[src/rtl/seg_pkg.sv]
// Active-low seven-segment constants and segment bit ordering shared by the display path.
package seg_pkg;

  typedef logic [6:0] seg_t;

  // seg_t bit positions, so the vector reads {g,f,e,d,c,b,a}
  localparam int SEG_BIT_A = 0;
  localparam int SEG_BIT_B = 1;
  localparam int SEG_BIT_C = 2;
  localparam int SEG_BIT_D = 3;
  localparam int SEG_BIT_E = 4;
  localparam int SEG_BIT_F = 5;
  localparam int SEG_BIT_G = 6;

  localparam seg_t SEG_0    = 7'h40;
  localparam seg_t SEG_1    = 7'h79;
  localparam seg_t SEG_2    = 7'h24;
  localparam seg_t SEG_3    = 7'h30;
  localparam seg_t SEG_4    = 7'h19;
  localparam seg_t SEG_5    = 7'h12;
  localparam seg_t SEG_6    = 7'h02;
  localparam seg_t SEG_7    = 7'h78;
  localparam seg_t SEG_8    = 7'h00;
  localparam seg_t SEG_9    = 7'h10;
  localparam seg_t SEG_DASH = 7'h3F;
  localparam seg_t SEG_OFF  = 7'h7F;

endpackage

[src/rtl/bcd_to_seg.sv]
// Combinational BCD nibble to active-low segment pattern; invalid codes show a dash.
// A set blank input overrides the nibble and turns every segment off.
module bcd_to_seg
  import seg_pkg::*;
(
  input  logic [3:0] nib,
  input  logic       blank,
  output logic [6:0] seg
);

  always_comb begin
    seg = SEG_DASH;
    if (blank) begin
      seg = SEG_OFF;
    end else begin
      case (nib)
        4'd0:    seg = SEG_0;
        4'd1:    seg = SEG_1;
        4'd2:    seg = SEG_2;
        4'd3:    seg = SEG_3;
        4'd4:    seg = SEG_4;
        4'd5:    seg = SEG_5;
        4'd6:    seg = SEG_6;
        4'd7:    seg = SEG_7;
        4'd8:    seg = SEG_8;
        4'd9:    seg = SEG_9;
        default: seg = SEG_DASH;
      endcase
    end
  end

endmodule

[src/rtl/bcd_scan_display.sv]
// Multiplexed common-anode display scanner with per-frame snapshot, blank gap and leading-zero blanking.
// All outputs registered (one cycle behind scan state); free-running, no backpressure.
module bcd_scan_display
  import seg_pkg::*;
#(
  parameter int DIGITS    = 4,
  parameter int SCAN_DIV  = 50000,
  parameter int BLANK_CYC = 500
) (
  input  logic                  clk,
  input  logic                  reset,
  input  logic [4*DIGITS-1:0]   bcd,
  input  logic                  lzb_en,
  output logic [6:0]            seg,
  output logic [DIGITS-1:0]     an,
  output logic                  frame_tick
);

  localparam int CNT_W = $clog2(SCAN_DIV);
  localparam int IDX_W = (DIGITS > 1) ? $clog2(DIGITS) : 1;

  logic [CNT_W-1:0]    cnt;
  logic [IDX_W-1:0]    idx;
  logic [4*DIGITS-1:0] snap;
  logic                lzb_snap;

  logic                slot_end;
  logic                frame_end;
  logic                zero_run;
  logic [DIGITS-1:0]   lz_blank;
  logic [3:0]          cur_nib;
  logic                cur_blank;
  logic [6:0]          cur_seg;

  assign slot_end  = (cnt == CNT_W'(SCAN_DIV - 1));
  assign frame_end = slot_end && (idx == IDX_W'(DIGITS - 1));

  // Walk down from the top digit; a digit blanks only while every nibble at or above it is zero.
  always_comb begin
    zero_run = 1'b1;
    lz_blank = '0;
    for (int i = DIGITS - 1; i >= 0; i--) begin
      zero_run    = zero_run & (snap[4*i +: 4] == 4'h0);
      lz_blank[i] = lzb_snap & zero_run & (i != 0);
    end
  end

  assign cur_nib   = snap[{idx, 2'b00} +: 4];
  assign cur_blank = lz_blank[idx];

  bcd_to_seg u_dec (
    .nib   (cur_nib),
    .blank (cur_blank),
    .seg   (cur_seg)
  );

  always_ff @(posedge clk or negedge reset) begin
    if (!reset) begin
      cnt        <= '0;
      idx        <= '0;
      snap       <= '0;
      lzb_snap   <= 1'b0;
      seg        <= SEG_OFF;
      an         <= '1;
      frame_tick <= 1'b0;
    end else begin
      cnt <= slot_end ? '0 : cnt + 1'b1;
      if (slot_end) begin
        idx <= (idx == IDX_W'(DIGITS - 1)) ? '0 : idx + 1'b1;
      end
      // Snapshot only at frame boundary so a mid-scan counter ripple never tears the display.
      if (frame_end) begin
        snap     <= bcd;
        lzb_snap <= lzb_en;
      end
      frame_tick <= frame_end;
      seg        <= cur_seg;
      an         <= (cnt < CNT_W'(BLANK_CYC)) ? '1 : ~(DIGITS'(1) << idx);
    end
  end

endmodule
[config.mk]
export PLATFORM = sky130hd
export DESIGN_NAME = bcd_scan_display
export DESIGN_NICKNAME = d
export VERILOG_FILES = /design/src/rtl/seg_pkg.sv /design/src/rtl/bcd_to_seg.sv /design/src/rtl/bcd_scan_display.sv
export SDC_FILE = /design/constraint.sdc
export NUM_CORES = 1
export LEC_CHECK = 0
export CAP_MARGIN = 5
export CORE_UTILIZATION = 43
export CTS_BUF_LIST = sky130_fd_sc_hd__clkbuf_4
export CTS_CLUSTER_SIZE = 14
export DETAILED_ROUTE_END_ITERATION = 6
export PLACE_DENSITY_LB_ADDON = 0.08
export SETUP_SLACK_MARGIN = 0.5
export SLEW_MARGIN = 20
export SYNTH_ARGS = -nofsm -noshare
export SYNTH_HDL_FRONTEND = slang
export SYNTH_SLANG_ARGS = --single-unit
[constraint.sdc]
create_clock -name clk -period 2.1 [get_ports clk]
set_input_delay 0.21 -clock clk [delete_from_list [all_inputs] [get_ports clk]]
set_output_delay 0.21 -clock clk [all_outputs]
set_load 0.01 [all_outputs]
=== Word-level counts from Yosys, hierarchy flattened ===
Memories as Yosys holds them, arrays and structs flattened.
Cells that the tools add are included.

* Magnitude comparators: 2
* Bitwise gates (word level): 6
* Add/sub/neg operators: 2
* Mux-type cells: 6
* Shift-type cells: 2
* Equal/unequal tests: 2
* Reduce and logical (&&, ||, !) cells: 4

{| class="wikitable"
|+ Operators with widths
! kind !! number
|-
| 16-bit by 1-bit adder with 16-bit output, second input constant || 1
|-
| 16-bit equality test, second input constant || 1
|-
| 16-bit by 9-bit less-than comparator with 1-bit output, second input constant || 1
|-
| 16-bit two-way mux || 1
|-
| 16-bit by 5-bit variable part select with 4-bit output || 1
|-
| 4-bit zero test || 3
|-
| 7-bit two-way mux || 1
|-
| 1-bit bitwise AND || 5
|-
| 4-bit two-way mux || 1
|-
| 4-bit NOT || 1
|-
| 1-bit by 2-bit left shift with 4-bit output, first input constant || 1
|-
| 2-bit by 3-bit less-than comparator with 1-bit output, second input constant || 1
|-
| 2-bit by 1-bit adder with 2-bit output, second input constant || 1
|-
| 1-bit binary-select mux with 2-bit select || 1
|-
| 2-bit equality test, second input constant || 1
|-
| 2-bit two-way mux || 1
|-
| 1-bit logical AND || 1
|-
| 1-bit two-way mux || 1
|}

* Logic and storage cells: 32
* Flip-flop bits (word level): 47
* Memories: 1
* Input port bits: 19
* ROM bits: 112
* Output and inout port bits: 12

{| class="wikitable"
|+ Memory list
! name !! words !! bits a word !! read ports !! clocked after Yosys merged registers in !! wr ports !! line !! text
|-
| (name not given) || 16 || 7 || 1 || 0 || 0 || bcd_to_seg.sv:16 || <nowiki>case (nib)</nowiki>
|}

=== Logic depth before layout (Yosys ltp) ===
* Depth in word-level cells: 7
* Depth in mapped cells: 7
* Mapped depth without buffers: 6

=== Modules after synthesis ===
A second synthesis with hierarchy kept.

* Cell total of the unflattened synthesis: 182
* Area total of the unflattened synthesis: 2,252.2 sq um

{| class="wikitable"
|+ By module, submodules not included
! module !! area each (sq um) !! instances !! cells each !! seq. area each (sq um)
|-
| bcd_scan_display || 2,050.7 || 1 || 151 || 1,189.9
|-
| bcd_to_seg || 201.4 || 1 || 31 || 0.0
|}

=== Least setup slack after synthesis ===
OpenSTA, ideal clock, no wires.

* Path type: register to register
* From: register idx[0]
* To: register seg[3]
* Slack: 253 ps
* Buffers on the path: 1
* Clock period less this slack: 1,847 ps
* Setup time: 72 ps
* Data required time: 2,028 ps
* Stages on the path, launching flop included: 8
* Arrival time: 1,775 ps
* Cells stage by stage: dfrtp_1 -> clkbuf_1 -> mux4_2 -> inv_1 -> ha_1 -> inv_1 -> a21oi_1 -> o21ai_1

* Word-level cells in the longest chain between the ends: 3
* Elaborated cells on any way between the ends: 5
* Those cells by class: shift (1); mux (3); memory (1)

{| class="wikitable"
|+ RTL lines
! what !! line !! text
|-
| start: declaration || bcd_scan_display.sv:23 || <nowiki>logic [IDX_W-1:0] idx;</nowiki>
|-
| start signal: assignment || bcd_scan_display.sv:69 || <nowiki>idx <= (idx == IDX_W'(DIGITS - 1)) ? '0 : idx + 1'b1;</nowiki>
|-
| 16-bit by 5-bit variable part select with 4-bit output / 1-bit binary-select mux with 2-bit select (equally long branches) || bcd_scan_display.sv:48, bcd_scan_display.sv:49 ||
|-
| memory 16 x 7 bit / 1-bit two-way mux (equally long branches) || - ||
|-
| 7-bit two-way mux * || bcd_to_seg.sv:13 || <nowiki>if (blank) begin</nowiki>
|-
| net cur_seg[3] || bcd_scan_display.sv:33 || <nowiki>logic [6:0] cur_seg;</nowiki>
|-
| end signal: assignment || bcd_scan_display.sv:77 || <nowiki>seg <= cur_seg;</nowiki>
|-
| end: declaration || bcd_scan_display.sv:14 || <nowiki>output logic [6:0] seg,</nowiki>
|}

The timed path passes the listed nets; every way through them passes the cells marked *. The select of a mux whose other input is x is not followed.
A chain may end at the register's enable or synchronous reset.

=== Worst setup path after layout ===
* From: register cnt[10]
* To: register snap[13]

* Word-level cells in the longest chain between the ends: 2

{| class="wikitable"
|+ RTL lines
! what !! line !! text
|-
| start: declaration || bcd_scan_display.sv:22 || <nowiki>logic [CNT_W-1:0] cnt;</nowiki>
|-
| start signal: assignment || bcd_scan_display.sv:67 || <nowiki>cnt <= slot_end ? '0 : cnt + 1'b1;</nowiki>
|-
| 16-bit equality test || bcd_scan_display.sv:35 || <nowiki>assign slot_end = (cnt == CNT_W'(SCAN_DIV - 1));</nowiki>
|-
| 1-bit logical AND || bcd_scan_display.sv:36 || <nowiki>assign frame_end = slot_end && (idx == IDX_W'(DIGITS - 1));</nowiki>
|-
| end signal: assignment || bcd_scan_display.sv:61 || <nowiki>snap <= '0;</nowiki>
|-
| end signal: assignment || bcd_scan_display.sv:73 || <nowiki>snap <= bcd;</nowiki>
|-
| end: declaration || bcd_scan_display.sv:24 || <nowiki>logic [4*DIGITS-1:0] snap;</nowiki>
|}

No other way between the ends.

==> results by group <==
GRT
  • Number of global-route vias before repair: 1620
  • Initial antenna violation count: 0
  • Total GRT Usage: 17.6%
  • Largest net degree at the start of global routing: 48
  • First-pass GRT wire length: 7180 µm
  • M1 GR Usage: 19.4%
  • Global-route track usage on met3: 4.55%
  • Global route total overflow: 0
  • Busiest grt layer: met2
  • Met2 track demand over resource: 31.8%

Yosys
  • Post-synthesis sequential area ratio: 52.2%
  • Yosys reg bits: 47
  • Yosys cell types: 38
  • Cells after synthesis: 181
  • Mapped Area: 2280 µm²
  • Synthesized Nets: 210
  • Synthesis Warnings: 0
  • Mean Syn Cell Area: 12.6 µm²

Die
  • Core Rows: 26
  • Initial core utilization: 44.6%
  • Die width: 74.8 µm
  • DIE HEIGHT: 74.8 µm
  • IO Count: 31
  • Core area: 5110 µm²
  • Die area: 5600 µm²

Timing
  • Final hold viol count: 0
  • Slew HR: 61.5%
  • Total Neg Setup Slack: 0 ps
  • Setup violators final: 0
  • RSZ-0062 raised after global routing: yes
  • Fin crit share: 88.0%
  • FMAX: 541 MHz
  • Max-slew violation count: 0
  • Clock Skew: 13.2 ps
  • Final min period: 1850 ps
  • Pin slew with the least headroom to its limit: 578 ps
  • Final hold slack: 454 ps

Final layout
  • Post-Layout Cell Count: 306
  • Commonest non-fill, non-tap cell in the layout: dfrtp_1
  • Most frequent cells in the layout: 32 x dfrtp_1, 18 x clkdlybuf4s50_1, 17 x buf_4, 11 x dfstp_2, 11 x dlygate4sd2_1
  • Share of cells above drive strength 1: 39.4%
  • Synthesis-to-layout area growth: 31.9%
  • Layout net count: 264
  • Ant diodes: 0

Power
  • Cell area power density: 555 nW/µm²
  • Peak supply drop: 0.339 mV
  • Leak Pwr: 1.28 nW

Route
  • Initial DRC count: 29
  • Vias: 1562
  • DRT antenna net count: 0
  • Detail-routed via count per cell: 5.10
  • WL final: 4540 µm
  • First drt pass iteration count: 4
  • DR DRC count: 0
  • Routed wire per std cell: 14.8 µm

Clock tree
  • H-tree depth: 2
  • # clock sinks: 47
  • CTS tree: done
  • Num CTS Buffers: 5
  • CTS clk-pin slew, worst paths: 130 ps
  • Clk Latency, worst-skew pair: 360 ps
  • CTS Buffer Depth: 2
  • Clock root cell: clkbuf_4

Worst setup path
  • Crit path kind: reg2reg
  • Critical path peak fanout: 13
  • Critical Path Start Type: flip-flop
  • Slowest CP cell: dfrtp_2
  • Max stage delay on crit path: 450 ps
  • Setup crit end kind: flip-flop
  • CP bufs+invs: 1
  • WP data arrival: 2100 ps
  • CP cell instances: nor4_4 > nor4b_4 > nand3_4 > buf_12 > mux2_4
  • CP Data Required Time: 2360 ps
  • Largest delay share family, worst path: simple AND/OR/NAND/NOR gates

Job
  • Max-Cap Viols: 0

Placed design
  • Port Buffer Count: 30
  • Placed wire-length estimate: 3100 µm
  • Routability cong.: 0.788
  • Placed cell count: 279

Min path
  • HP Class: in2reg

Status
  • Status: finished, final reports clean
[cell usage after synthesis]
cell / n / area share, %
dfrtp_1: 36 / 40
nor2_1: 13 / 2.1
dfstp_2: 11 / 13
ha_1: 10 / 5.5
mux2_4: 10 / 6.6
nand2_1: 10 / 1.6
inv_1: 8 / 1.3
nand3_1: 8 / 1.8
mux2_2: 7 / 3.5
xor2_1: 7 / 2.7
xnor2_1: 6 / 2.3
nand4_1: 5 / 1.4
o21ai_1: 5 / 1.1
a21oi_1: 4 / 0.88
mux4_2: 4 / 4.0
and4_1: 3 / 1.2
clkbuf_1: 3 / 0.49
nor2b_1: 3 / 0.82
nor3_1: 3 / 0.66
o21a_1: 3 / 0.99
o21ai_0: 3 / 0.66
nor4_1: 2 / 0.55
or4_1: 2 / 0.66
a2bb2oi_1: 1 / 0.38
a41o_1: 1 / 0.44
a41oi_2: 1 / 0.71
and2_1: 1 / 0.27
and3_1: 1 / 0.27
buf_2: 1 / 0.22
buf_6: 1 / 0.49
nand3_4: 1 / 0.77
nand4b_1: 1 / 0.38
nor2_2: 1 / 0.27
nor4_4: 1 / 0.93
nor4b_4: 1 / 1.0
o211ai_1: 1 / 0.33
o21bai_1: 1 / 0.33
or2_2: 1 / 0.27
[final cells by class]
class                   count  area (µm²)
repair buffers             51         462
well taps                  70        87.6
clock inverters             1        30.0
multi-input cells         122        1150
fillers                   425        2100
inverters                   8        32.5
flip-flops and latches     47        1190
clock buffers               7        52.6
[flip-flops by register name (all words and copies together) (netlist names)]
name	count
idx	2
seg	7
snap	16
cnt	16
lzb_snap	1
frame_tick	1
an	4
[report_power, final]
group | internal (W) | leakage (nW) | switching (W) | total [W]
logic | 0.0000891 | 0.672 | 0.0000680 | 0.000157
clock network | 0.000279 | 0.0463 | 0.000278 | 0.000557
registers | 0.000941 | 0.559 | 0.0000153 | 0.000956
[layer usage]
| layer | routed length, µm | part of all wire, % |
|---|---|---|
| met3 | 133 | 2.9 |
| met5 | 0 | 0 |
| met1 | 1890 | 42 |
| met4 | 110 | 2.4 |
| met2 | 2410 | 53 |
[cell families (layout without fill, tap and decap cells)]
logic type,Yosys count,after routing,share of synthesized area (%)
compound gates,20,20,5.82
buf+inv,13,67,2.52
mux,21,21,14.0
fa+ha+maj,10,10,5.49
xor+xnor,13,13,4.99
simple gates,57,58,15.0
flops,47,47,52.2
[path summary, 6_finish.rpt]
path | start | end | slack (ps) | cells past startpoint
hold / removal | bcd[5] | snap[5] | 450 | 2
hold reg to reg | cnt[7] | cnt[7] | 540 | 1
setup reg to reg | cnt[10] | snap[13] | 250 | 5
min in group asynchronous | reset | snap[2] | 470 | 3
max in group asynchronous | reset | cnt[10] | 1190 | 3
setup / recovery | cnt[10] | snap[13] | 250 | 5
[worst reg2reg max path: cells and delay by family (launching register included)]
family        cells  cell delay (ps)
mux               1              300
flops             1              450
simple gates      3              830
buf+inv           1              180
[what timing repair did]
item / 4_1_cts / 5_1_grt
setup endpoints to repair: 45 / 37
hold endpoints to repair: 36 / 0
setup buffers: 11 / 6
gates resized for setup: 17 / 26
hold buffers: 1 / 0
pin swaps: 4 / 9
cloned: 0 / 1
[metrics by stage]
stage / utilization (%) / worst slack (ps) / power, W / cell area (µm²)
2_1_floorplan: - / 294 / 0.00103 / 2310
3_3_place_gp: 52.4 / 209 / 0.00112 / 2680
3_5_place_dp: 52.4 / 97.2 / 0.00112 / 2680
4_1_cts: 56.0 / 286 / 0.00169 / 2860
5_1_grt: 58.9 / 176 / 0.00175 / 3010
6_report: 58.9 / 252 / 0.00167 / 3010
(Power assumes the default switching activity.)
